--- config.mk ---
export PLATFORM = sky130hd
export DESIGN_NAME = ext_sched
export DESIGN_NICKNAME = d
export VERILOG_FILES = /design/src/rtl/ext_sched.sv
export SDC_FILE = /design/constraint.sdc
export NUM_CORES = 1
export LEC_CHECK = 0
export CORE_UTILIZATION = 38
export CTS_CLUSTER_DIAMETER = 30
export CTS_CLUSTER_SIZE = 40
export DETAILED_ROUTE_END_ITERATION = 12
export PLACE_DENSITY = 0.77
export SETUP_SLACK_MARGIN = 0.5
export SYNTH_ARGS = -nofsm -noshare
export SYNTH_HDL_FRONTEND = slang
export SYNTH_SLANG_ARGS = --single-unit
--- constraint.sdc ---
create_clock -name clk -period 1.6 [get_ports clk]
set_input_delay 0.16 -clock clk [delete_from_list [all_inputs] [get_ports clk]]
set_output_delay 0.16 -clock clk [all_outputs]
set_load 0.02 [all_outputs]
--- src/rtl/ext_sched.sv ---
// Two-requester round-robin scheduler for the shared 16->32-bit immediate extension unit.
// Optional grant counters are built when EXT_SCHED_STATS_EN is defined.
module ext_sched #(
  parameter int unsigned IN_W  = 16,
  parameter int unsigned OUT_W = 32
) (
  input  logic             clk,
  input  logic             rst_n,
  input  logic             req0_valid,
  output logic             req0_ready,
  input  logic [IN_W-1:0]  req0_imm,
  input  logic [1:0]       req0_op,
  input  logic             req1_valid,
  output logic             req1_ready,
  input  logic [IN_W-1:0]  req1_imm,
  input  logic [1:0]       req1_op,
  output logic             rsp_valid,
  input  logic             rsp_ready,
  output logic             rsp_id,
  output logic [OUT_W-1:0] rsp_data,
  output logic [15:0]      stat0_cnt,
  output logic [15:0]      stat1_cnt
);

  localparam int unsigned SEXT_W = OUT_W - IN_W;
  localparam logic [15:0] CNT_MAX = 16'hFFFF;

  typedef enum logic {EMPTY = 1'b0, FULL = 1'b1} state_t;

  state_t            state_q;
  logic [OUT_W-1:0]  rsp_data_q;
  logic [OUT_W-1:0]  rsp_data_d;
  logic              rsp_id_q;
  logic              last_gnt_q;
  logic              can_accept_c;
  logic              gnt0_c;
  logic              gnt1_c;
  logic [IN_W-1:0]   sel_imm_c;
  logic [1:0]        sel_op_c;
  logic [OUT_W-1:0]  zext_c;
  logic [OUT_W-1:0]  sext_c;

  // Grant: a lone valid wins; on contention the requester not granted last wins.
  assign can_accept_c = (state_q == EMPTY) | rsp_ready;
  assign gnt0_c = can_accept_c & req0_valid & (~req1_valid | last_gnt_q);
  assign gnt1_c = can_accept_c & req1_valid & (~req0_valid | ~last_gnt_q);

  assign req0_ready = gnt0_c;
  assign req1_ready = gnt1_c;

  // Extension of the granted request; feeds only the response register.
  always_comb begin
    sel_imm_c  = gnt1_c ? req1_imm : req0_imm;
    sel_op_c   = gnt1_c ? req1_op  : req0_op;
    zext_c     = OUT_W'(sel_imm_c);
    sext_c     = {{SEXT_W{sel_imm_c[IN_W-1]}}, sel_imm_c};
    rsp_data_d = zext_c;
    case (sel_op_c)
      2'b00:   rsp_data_d = zext_c;
      2'b01:   rsp_data_d = sext_c;
      2'b10:   rsp_data_d = zext_c << 16;
      default: rsp_data_d = sext_c << 2;
    endcase
  end

  always_ff @(posedge clk) begin
    if (!rst_n) begin
      state_q    <= EMPTY;
      rsp_data_q <= '0;
      rsp_id_q   <= 1'b0;
      last_gnt_q <= 1'b1;
    end else begin
      case (state_q)
        EMPTY: begin
          if (gnt0_c | gnt1_c) begin
            state_q    <= FULL;
            rsp_data_q <= rsp_data_d;
            rsp_id_q   <= gnt1_c;
            last_gnt_q <= gnt1_c;
          end
        end
        default: begin
          if (gnt0_c | gnt1_c) begin
            state_q    <= FULL;
            rsp_data_q <= rsp_data_d;
            rsp_id_q   <= gnt1_c;
            last_gnt_q <= gnt1_c;
          end else if (rsp_ready) begin
            state_q <= EMPTY;
          end
        end
      endcase
    end
  end

  assign rsp_valid = (state_q == FULL);
  assign rsp_data  = rsp_data_q;
  assign rsp_id    = rsp_id_q;

`ifdef EXT_SCHED_STATS_EN
  logic [15:0] stat0_cnt_q;
  logic [15:0] stat1_cnt_q;

  // Saturating per-requester grant counters.
  always_ff @(posedge clk) begin
    if (!rst_n) begin
      stat0_cnt_q <= '0;
      stat1_cnt_q <= '0;
    end else begin
      if (gnt0_c && (stat0_cnt_q != CNT_MAX)) stat0_cnt_q <= stat0_cnt_q + 16'd1;
      if (gnt1_c && (stat1_cnt_q != CNT_MAX)) stat1_cnt_q <= stat1_cnt_q + 16'd1;
    end
  end

  assign stat0_cnt = stat0_cnt_q;
  assign stat1_cnt = stat1_cnt_q;
`else
  assign stat0_cnt = 16'd0;
  assign stat1_cnt = 16'd0;
`endif

endmodule
==> results of run 1 <==
-- where the power goes --
group	switching [uW]	internal [uW]	total, uW
sequential	45.8	949	994
combinational	624	490	1110
clock	337	393	731
total	1010	1830	2840
-- metal layers --
| metal | routed length (um) | vias up |
|---|---|---|
| met5 | 0 | - |
| met4 | 207 | 0 |
| met3 | 864 | 27 |
| met2 | 4470 | 210 |
| met1 | 3820 | 1403 |
| li1 | - | 1309 |
-- critical path: stages (launching register included) --
cell and delay [ns]:
dfxtp_4 0.37, and2b_4 0.29, buf_12 0.17, buf_4 0.15, nor4b_4 0.05, a222oi_1 0.26, a21oi_1 0.11
-- synthesized netlist by cell type (2+ instances only) --
master and instances:
buf_4 35, dfxtp_1 35, nand4_1 19, a21oi_1 18, buf_2 17, o31ai_1 16
clkbuf_1 14, nand2_1 12, a32oi_1 11, nor4b_1 11, a222oi_1 10, nand3_1 8
o21ai_0 8, o221a_1 8, a22oi_1 7, a31oi_1 6, a22o_1 5, inv_1 5
mux2i_1 4, nor2_1 4, nor2b_1 3, o21ai_1 3, a221o_1 2, a311oi_1 2
a41oi_1 2, and2_1 2, inv_2 2, nand2b_1 2, o211ai_1 2
-- sequential cells by signal, summed over array words and instances (netlist names) --
signal	count
rsp_data	32
last_gnt_q	1
rsp_id	1
rsp_valid	1
-- final timing paths --
| kind | cells past startpoint | slack [ns] | startpoint | endpoint |
|---|---|---|---|---|
| worst max-delay path | 6 | 0.04 | rsp_valid | rsp_data[8] |
| worst min-delay path | 2 | 0.46 | rsp_data[15] | rsp_data[15] |
| worst max register to register | 6 | 0.04 | rsp_valid | rsp_data[8] |
| worst min register to register | 2 | 0.46 | rsp_data[15] | rsp_data[15] |
-- metrics by stage --
stage | hold slack, ns | total power [uW]
floorplan | 0.309 | 1630
global placement | 0.455 | 2040
detailed placement | 0.454 | 2060
CTS | 0.464 | 2790
global route | 0.476 | 2950
finish | 0.462 | 2840
-- what timing repair did --
item	in CTS	in global routing
setup endpoints to repair	70	56
setup buffers	0	1
resized for setup	128	49
pin swaps	11	17
cloned	1	1
-- final cells by class --
cell class	instances	area (um^2)	share of cell area [%]
inverter	7	28.8	0.735
multi-input combinational	211	1690	43.2
sequential	35	706	18.0
tap	75	93.8	2.40
clock buffer	8	100	2.56
timing repair buffer	142	1290	33.1
-- kinds of logic (layout without fill, tap and decap cells) --
logic type             Yosys count  count (layout)  synth area share, %
AO/OA/AOI/OAI                  106             106                 34.2
other                            1              32                0.154
AND/OR/NAND/NOR                 68              68                 17.2
buffers and inverters           73             157                 17.5
flip-flops                      35              35                 28.8
multiplexers                     5               5                 2.11
==> results.toml, run 1 <==
[timing]
tightest_slew_ns = 0.542
final-max-slew-violation-count = 0
rsz0062_at_grt = "yes"
finalWorstSetupSlack_ns = 0.0433
fin_crit_sh_pct = 97.3
finalSetupTns_ns = 0
hold_violations = 0
finClkSkew_ns = 0.0134
min_period_ns = 1.56
clock.fmax_ghz = 0.642
relSlewSlack_pct = 63.8
setup_viol = 0

[routing]
drc = 0
drt_iter0_markers = 379
drt-vias-per-instance = 6.17
firstDrtPassIters = 6
wl_per_cell_um = 19.6
routed_wl_mm = 9.36
postRouteAntennaNets = 0
vias = 2949

[floorplanning]
core-area_um2 = 6060
row_count = 28
start_util_pct = 40.2
die_area_um2 = 6730
die_w_um = 82.0
die_y_um = 82.0
io_pins = 109

[global_route]
use_met2_pct = 45.3
grt_use_met3_pct = 5.67
grt-ovfl-total = 0
grt.met1_usage_pct = 36.1
grt_first_pass_wirelength_mm = 14.0
antenna_found_initial = 0
grt_usage_pct = 27.5
grt_max_degree = 17
grt_pass1_vias = 2708
top_usage_layer = "met2"

[clocking]
clk_latency_ns = 0.30
cts_root_buf = "clkbuf_8"
clock-sinks = 35
cts_buffers = 5
cts_max_path_buffers = 2
cts_tree = "done"
clkTransAtPathRegs_ns = 0.08
htreeDepth = 2
ctsHoldBuffers = 0

[placed_design]
io_buffers = 76
place_area_um2 = 3620
dpl.hpwl_mm = 6.68
place_congestion = 0.927
pre_cts_ws_ns = -0.378
placed_cells = 467

[yosys]
postSynthAreaPerCell_um2 = 8.45
netlist_area_um2 = 2430
netlist_instances = 288
synthFlopType = "dfxtp_1"
synth_area_leaders = "dfxtp_1, buf_4, o31ai_1"
synth_seq_area_share_pct = 28.8
ys_seq_elements = 35
ys_types = 44
yosysWarningCount = 0
synth_top_cell_area_share_pct = 28.8
synth_edf_count = 0
async_flop_share_pct = 0
synth_area_leader_cell = "dfxtp_1"

[setup_path]
cp.required_ns = 1.76
worstSetupPathType = "flop to flop"
worstSetupEndpointType = "flop"
startpoint_type = "flop"
worstPathArrival_ns = 1.72
critPathMaxFanout = 8

[pwr]
powerDensity_nw_per_um2 = 725
p_leak_uw = 0.00156
irDropWorstVdd_uv = 395

[final_layout]
final_common_cell = "buf_4"
syn2layout_area_growth_pct = 61.0
finish.instance_area_um2 = 3920
final_cells = 478
fill_cells = 485
drive_gt1_share_pct = 39.7
fin_nets = 443
postLayoutCoreUtil_pct = 64.6
most-common-layout-cells = "buf_4, clkdlybuf4s50_1, dfxtp_1"
antenna_cells = 0

[min_path]
hold_path.class = "flop to flop"

[run_status]
run_status = "finished, final reports clean"

[job]
max-cap-violations = 0
Power figures use the tool's default switching activity.
==> run 2: changes to the inputs <==
--- a/config.mk
+++ b/config.mk
@@ -9,6 +9,8 @@
 export CTS_CLUSTER_DIAMETER = 30
 export CTS_CLUSTER_SIZE = 40
 export DETAILED_ROUTE_END_ITERATION = 12
+export GPL_TIMING_DRIVEN = 0
+export MAX_ROUTING_LAYER = met4
 export PLACE_DENSITY = 0.77
 export SETUP_SLACK_MARGIN = 0.5
 export SYNTH_ARGS = -nofsm -noshare
==> run 2 against run 1 <==
Clock skew down 0.0051 ns. Critical path depth is the same. Clock power shrank 6.2%. Sequential power is essentially flat. Global-route usage up 4.7 points. First-iteration DRC count is 27% lower. Worst hold slack got worse by 0.16 ns. Design area grew 5.2%. Core utilization rose by 3.4 points. Routed wire length increased by 8.9%. Via count increased by 0.41%. Total power increased by 1.5%. Largest cell class unchanged. Highest routed layer unchanged.
==> results.toml, run 2 (synthesis gave the netlist of run 1 again) <==
[routing]
drc = 0
wl_per_cell_um = 20.7
drt-vias-per-instance = 6.01
routed_wl_mm = 10.2
firstDrtPassIters = 7
vias = 2961
postRouteAntennaNets = 0
drt_iter0_markers = 277

[pwr]
internal_power_uw = 1810
p_sw_share_pct = 37.1
pwr-share-clk_pct = 23.8
p_sw_uw = 1070
irDropWorstVdd_uv = 401
p_seq_share_pct = 34.5
comb_power_share_pct = 41.7
p_leak_uw = 0.00167
powerDensity_nw_per_um2 = 699

[clocking]
clkTransAtPathRegs_ns = 0.07
cts_buffers = 5
ctsHoldBuffers = 0
cts_root_buf = "clkbuf_8"
htreeDepth = 2
cts_max_path_buffers = 2
clk_latency_ns = 0.30
cts_tree = "done"
clock-sinks = 35

[setup_path]
max_stage_delay_ns = 0.37
worstPathArrival_ns = 1.73
crit_chain = "and2_4, buf_8, buf_4, o31ai_1, a221o_1, a41oi_1"
startpoint_type = "flop"
worstSetupPathType = "flop to flop"
worstSetupEndpointType = "flop"
slowest_stage = "dfxtp_4"
critPathMaxFanout = 6
cp.required_ns = 1.76

[floorplanning]
start_util_pct = 40.2
die_area_um2 = 6730
io_pins = 109
die_y_um = 82.0
core-area_um2 = 6060
die_w_um = 82.0
row_count = 28

[timing]
finalWorstSetupSlack_ns = 0.0309
setup_viol = 0
finalSetupTns_ns = 0
final-max-slew-violation-count = 0
fin_crit_sh_pct = 98.1
finClkSkew_ns = 0.00829
tightest_slew_ns = 0.660
hold_violations = 0
rsz0062_at_grt = "yes"
relSlewSlack_pct = 56.0
min_period_ns = 1.57
clock.fmax_ghz = 0.637

[global_route]
grt_usage_pct = 32.2
grt-ovfl-total = 0
antenna_found_initial = 0
grt_first_pass_wirelength_mm = 15.4
grt.met1_usage_pct = 39.9
grt_pass1_vias = 2849
grt_use_met3_pct = 6.67
top_usage_layer = "met2"
grt_max_degree = 11
use_met2_pct = 50.0

[final_layout]
antenna_cells = 0
finish.instance_area_um2 = 4120
fill_cells = 526
syn2layout_area_growth_pct = 69.4
largest_reg_flops = 32
drive_gt1_share_pct = 45.0
most-common-layout-cells = "buf_4, clkdlybuf4s50_1, dfxtp_1"
fin_nets = 459
final_common_cell = "buf_4"

[placed_design]
pre_cts_ws_ns = -0.719
dpl.hpwl_mm = 7.08
io_buffers = 71
place_congestion = 0.917
place_area_um2 = 3510

[run_status]
run_status = "finished, final reports clean"

[job]
max-cap-violations = 0

[min_path]
hold_path.class = "primary input to flop"
run 2: metal layers:
layer,vias up,share of wire [%]
li1,1348,-
met1,1384,39
met2,212,49
met3,17,9.7
met4,0,2.2
met5,-,0
run 2: worst paths after layout:
| check | startpoint | end | slack [ns] | cells after the start |
|---|---|---|---|---|
| min reg2reg | rsp_data[15] | rsp_data[15] | 0.49 | 2 |
| max reg2reg | last_gnt_q | rsp_data[11] | 0.03 | 6 |
| max | last_gnt_q | rsp_data[11] | 0.03 | 6 |
| min | req1_op[1] | rsp_data[12] | 0.30 | 3 |
run 2: critical path: cells and delay by family, from the launching register on:
kind	cells	cell delay (ns)
buf+inv	2	0.28
flops	1	0.37
simple gates	1	0.14
compound gates	3	0.65
run 2: layout make-up:
class	instances	area, um^2	area share, %
multi-input combinational	211	1830	44.5
timing repair buffer	92	791	19.2
sequential	35	708	17.2
buffer	66	578	14.0
tap	75	93.8	2.28
clock buffer	6	82.6	2.00
inverter	7	28.8	0.698
clock inverter	1	5.00	0.121
run 2: repair_timing:
item / CTS / global route
setup endpoints to repair: 71 / 64
endpoints found under the hold margin: 0 / 0
gates cloned: 1 / 0
gates resized for setup: 176 / 56
setup buffers: 20 / 0
pin swaps: 28 / 19
run 2: per-stage QoR:
step           hold slack, ns  utilization [%]  cells  total power (uW)
6_report                0.303             68.0    493              2880
4_1_cts                 0.294             67.9    493              2830
5_1_grt                 0.321             68.0    493              3000
3_5_place_dp            0.471             57.9    465              2030
3_3_place_gp            0.460             57.9    465              2020
2_1_floorplan           0.309                -    319              1630
run 2: power groups by stage:
stage,Combinational [uW],Clock [uW],Sequential [uW]
2_1_floorplan,533,0,1100
3_3_place_gp,1020,0,1010
3_5_place_dp,1020,0,1010
4_1_cts,1160,686,993
5_1_grt,1270,732,1000
6_report,1200,686,993
==> RTL change, RTL diff (config.mk and constraints of run 1) <==
Set the parameter `IN_W` to 32 (it was 16).
--- a/src/rtl/ext_sched.sv
+++ b/src/rtl/ext_sched.sv
@@ -2,5 +2,5 @@
 // Optional grant counters are built when EXT_SCHED_STATS_EN is defined.
 module ext_sched #(
-  parameter int unsigned IN_W  = 16,
+  parameter int unsigned IN_W  = 32,
   parameter int unsigned OUT_W = 32
 ) (
Ports: changed (resized req0_imm and req1_imm); port bits go from 109 to 141. No check against the original RTL was run, so the function may have changed too.
==> RTL change against run 1 <==
Clock power is 15% lower. Final cell count is 38% higher. Sequential cell count stayed put. Worst setup slack worse by 0.015 ns. Wire length is 54% higher. Highest routed layer unchanged. Largest cell class unchanged. Total power is 15% higher. Synthesized area is 37% higher. Final area is 36% higher. Largest power group unchanged. Critical endpoint is now rsp_data[2]. Critical path type unchanged.
==> RTL change: results (changes against run 1) <==
INFO  global_routing grt_usage=28.55% [was 27.47%]
INFO  worst_setup_path crit_arrival=1.74ns [was 1.72 ns]
INFO  placement      place_congestion=0.8971 [was 0.9272]
INFO  placement      io_buffers=108 [was 76]
INFO  power          power.leakage=0.002067µW [was 0.001555 µW]
INFO  global_routing groute.layer.met1.usage=35.76% [was 36.13%]
INFO  synth          synth_async_sr_flop_share=0% [unchanged]
INFO  placement      dp_slack=-0.3410ns [was -0.3778 ns]
INFO  worst_setup_path crit_path_max_fanout=7 [was 8]
INFO  layout         post_route_cells_drive_above_1_share=35.38% [was 39.70%]
INFO  synth          synth.cells.most_frequent=35 x dfxtp_1, 35 x o21ai_0, 33 x buf_4 [was 35 x buf_4, 35 x dfxtp_1, 19 x nand4_1]
INFO  global_routing grt_first_pass_wirelength=19.82mm [was 13.97 mm]
INFO  hold_path      holdCritPathClass=in2reg [was reg2reg]
INFO  detailed_routing drt-vias-per-instance=6.287 [was 6.169]
INFO  synth          synth_cell_types=39 [was 44]
INFO  detailed_routing drt_drc_violations_left=0 [unchanged]
INFO  hold_path      timing.hold.worst_path_depth=3 [was 2]
INFO  global_routing groute.layer.met2.usage=46.79% [was 45.29%]
INFO  worst_setup_path regToRegSetupSlack=0.03ns [was 0.04 ns]
INFO  detailed_routing wl_met2=6.808mm [was 4.468 mm]
INFO  hold_path      hold_path_end=last_gnt_q [was rsp_data[15]]
INFO  worst_setup_path launching_point_of_the_worst_reg2reg_path=last_gnt_q [was rsp_valid]
INFO  synth          dominant_cells_by_area_after_synthesis=dfxtp_1 21%, a2bb2o_4 8.4%, buf_4 7.4%, nand3b_1 5.4%, o21ai_0 5.3% [was dfxtp_1 29%, buf_4 11%, o31ai_1 4.9%, nand4_1 4.9%, a222oi_1 4.1%]
INFO  layout         finalNonFillerCells=659 [was 478]
INFO  detailed_routing drt_pass1_iterations=5 [was 6]
INFO  layout         final.fill_count=660 [was 485]
INFO  global_routing largest_net_degree_at_the_start_of_global_routing=33 [was 17]
INFO  cts            ctsRootBufferMaster=clkbuf_8 [unchanged]
INFO  worst_setup_path timing.critical_path.from_type=flip-flop [unchanged]
INFO  detailed_routing avgRoutedWirePerCell=21.87µm [was 19.58 µm]
INFO  detailed_routing route.met3.wl=1.499mm [was 864 µm]
INFO  global_routing use_met3=4.147% [was 5.667%]
INFO  synth          post_synth_inst_count=414 [was 288]
INFO  sta            worst_hold_slack=0.4076ns [was 0.4623 ns]
INFO  sta            skew=0.005602ns [was 0.01337 ns]
INFO  outcome        outcome=complete, no violations [unchanged]
INFO  synth          synth-seq-area-share=21.01% [was 28.79%]
INFO  power          power.ir.vdd_worst=372.3µV [was 395.3 µV]
INFO  layout         final_net_count=628 [was 443]
INFO  hold_path      hold_path_startpoint=req1_valid [was rsp_data[15]]
INFO  global_routing grt_pass1_vias=3880 [was 2708]
INFO  placement      detailed_place_hpwl=9.039mm [was 6.681 mm]
INFO  placement      dpl_cell_area=4698µm² [was 3622 µm²]
INFO  detailed_routing wirelength_met1=5.319mm [was 3.822 mm]
RTL change: cell types whose count changed after synthesis, sizes merged, moves of 11 or more:
cell / run 1 / this run
a41oi: 2 / 14
a2bb2o: 0 / 20
a21oi: 18 / 30
a31oi: 6 / 23
mux2: 1 / 12
a32oi: 11 / 0
nor2b: 3 / 25
clkbuf: 14 / 28
nor4b: 11 / 0
nand3b: 0 / 24
o21ai: 11 / 35
RTL change: worst max-delay path by stage:
stage / endpoint / slack (ns) / cells past startpoint
after floorplan: rsp_data[4] / 0.02 / 6
after global placement: req1_ready / -0.29 / 6
after detailed placement: rsp_data[29] / -0.34 / 8
after CTS: rsp_data[16] / 0.11 / 7
after global routing: rsp_data[2] / -0.01 / 6
final: rsp_data[2] / 0.03 / 6
RTL change: cells by family (layout without fill, tap and decap cells):
logic type	Yosys count	after routing	synth area share (%)
simple gates	113	113	21.39
flops	35	35	21.01
mux	16	16	5.253
buf+inv	93	202	15.53
other cells	1	32	0.1125
compound gates	156	156	36.70
RTL change: timing repair:
item	CTS	global route
resized for setup	159	52
cloned	1	2
pin swaps	26	7
setup buffers	13	11
endpoints found under the setup margin	69	65
hold buffers	0	0
RTL change: area by class of cell:
type	count	area [µm²]	share of cell area, %
tap	105	131.4	2.465
multi-input combinational	317	2611	49.00
clock buffer	6	72.57	1.362
timing repair buffer	181	1747	32.78
sequential	35	705.7	13.24
inverter	15	61.31	1.151
RTL change: power by group:
| part | internal [µW] | leakage [µW] | switching, µW |
|---|---|---|---|
| clock network | 291 | 0.0000371 | 334 |
| registers | 959 | 0.000291 | 53.5 |
| logic | 757 | 0.00174 | 861 |
RTL change: critical path: stages, from the launching register on:
cell and delay [ns]:
dfxtp_2 0.34, and2_4 0.16, buf_12 0.14, buf_4 0.15, o31ai_1 0.36, a2bb2o_4 0.19, a41oi_2 0.10
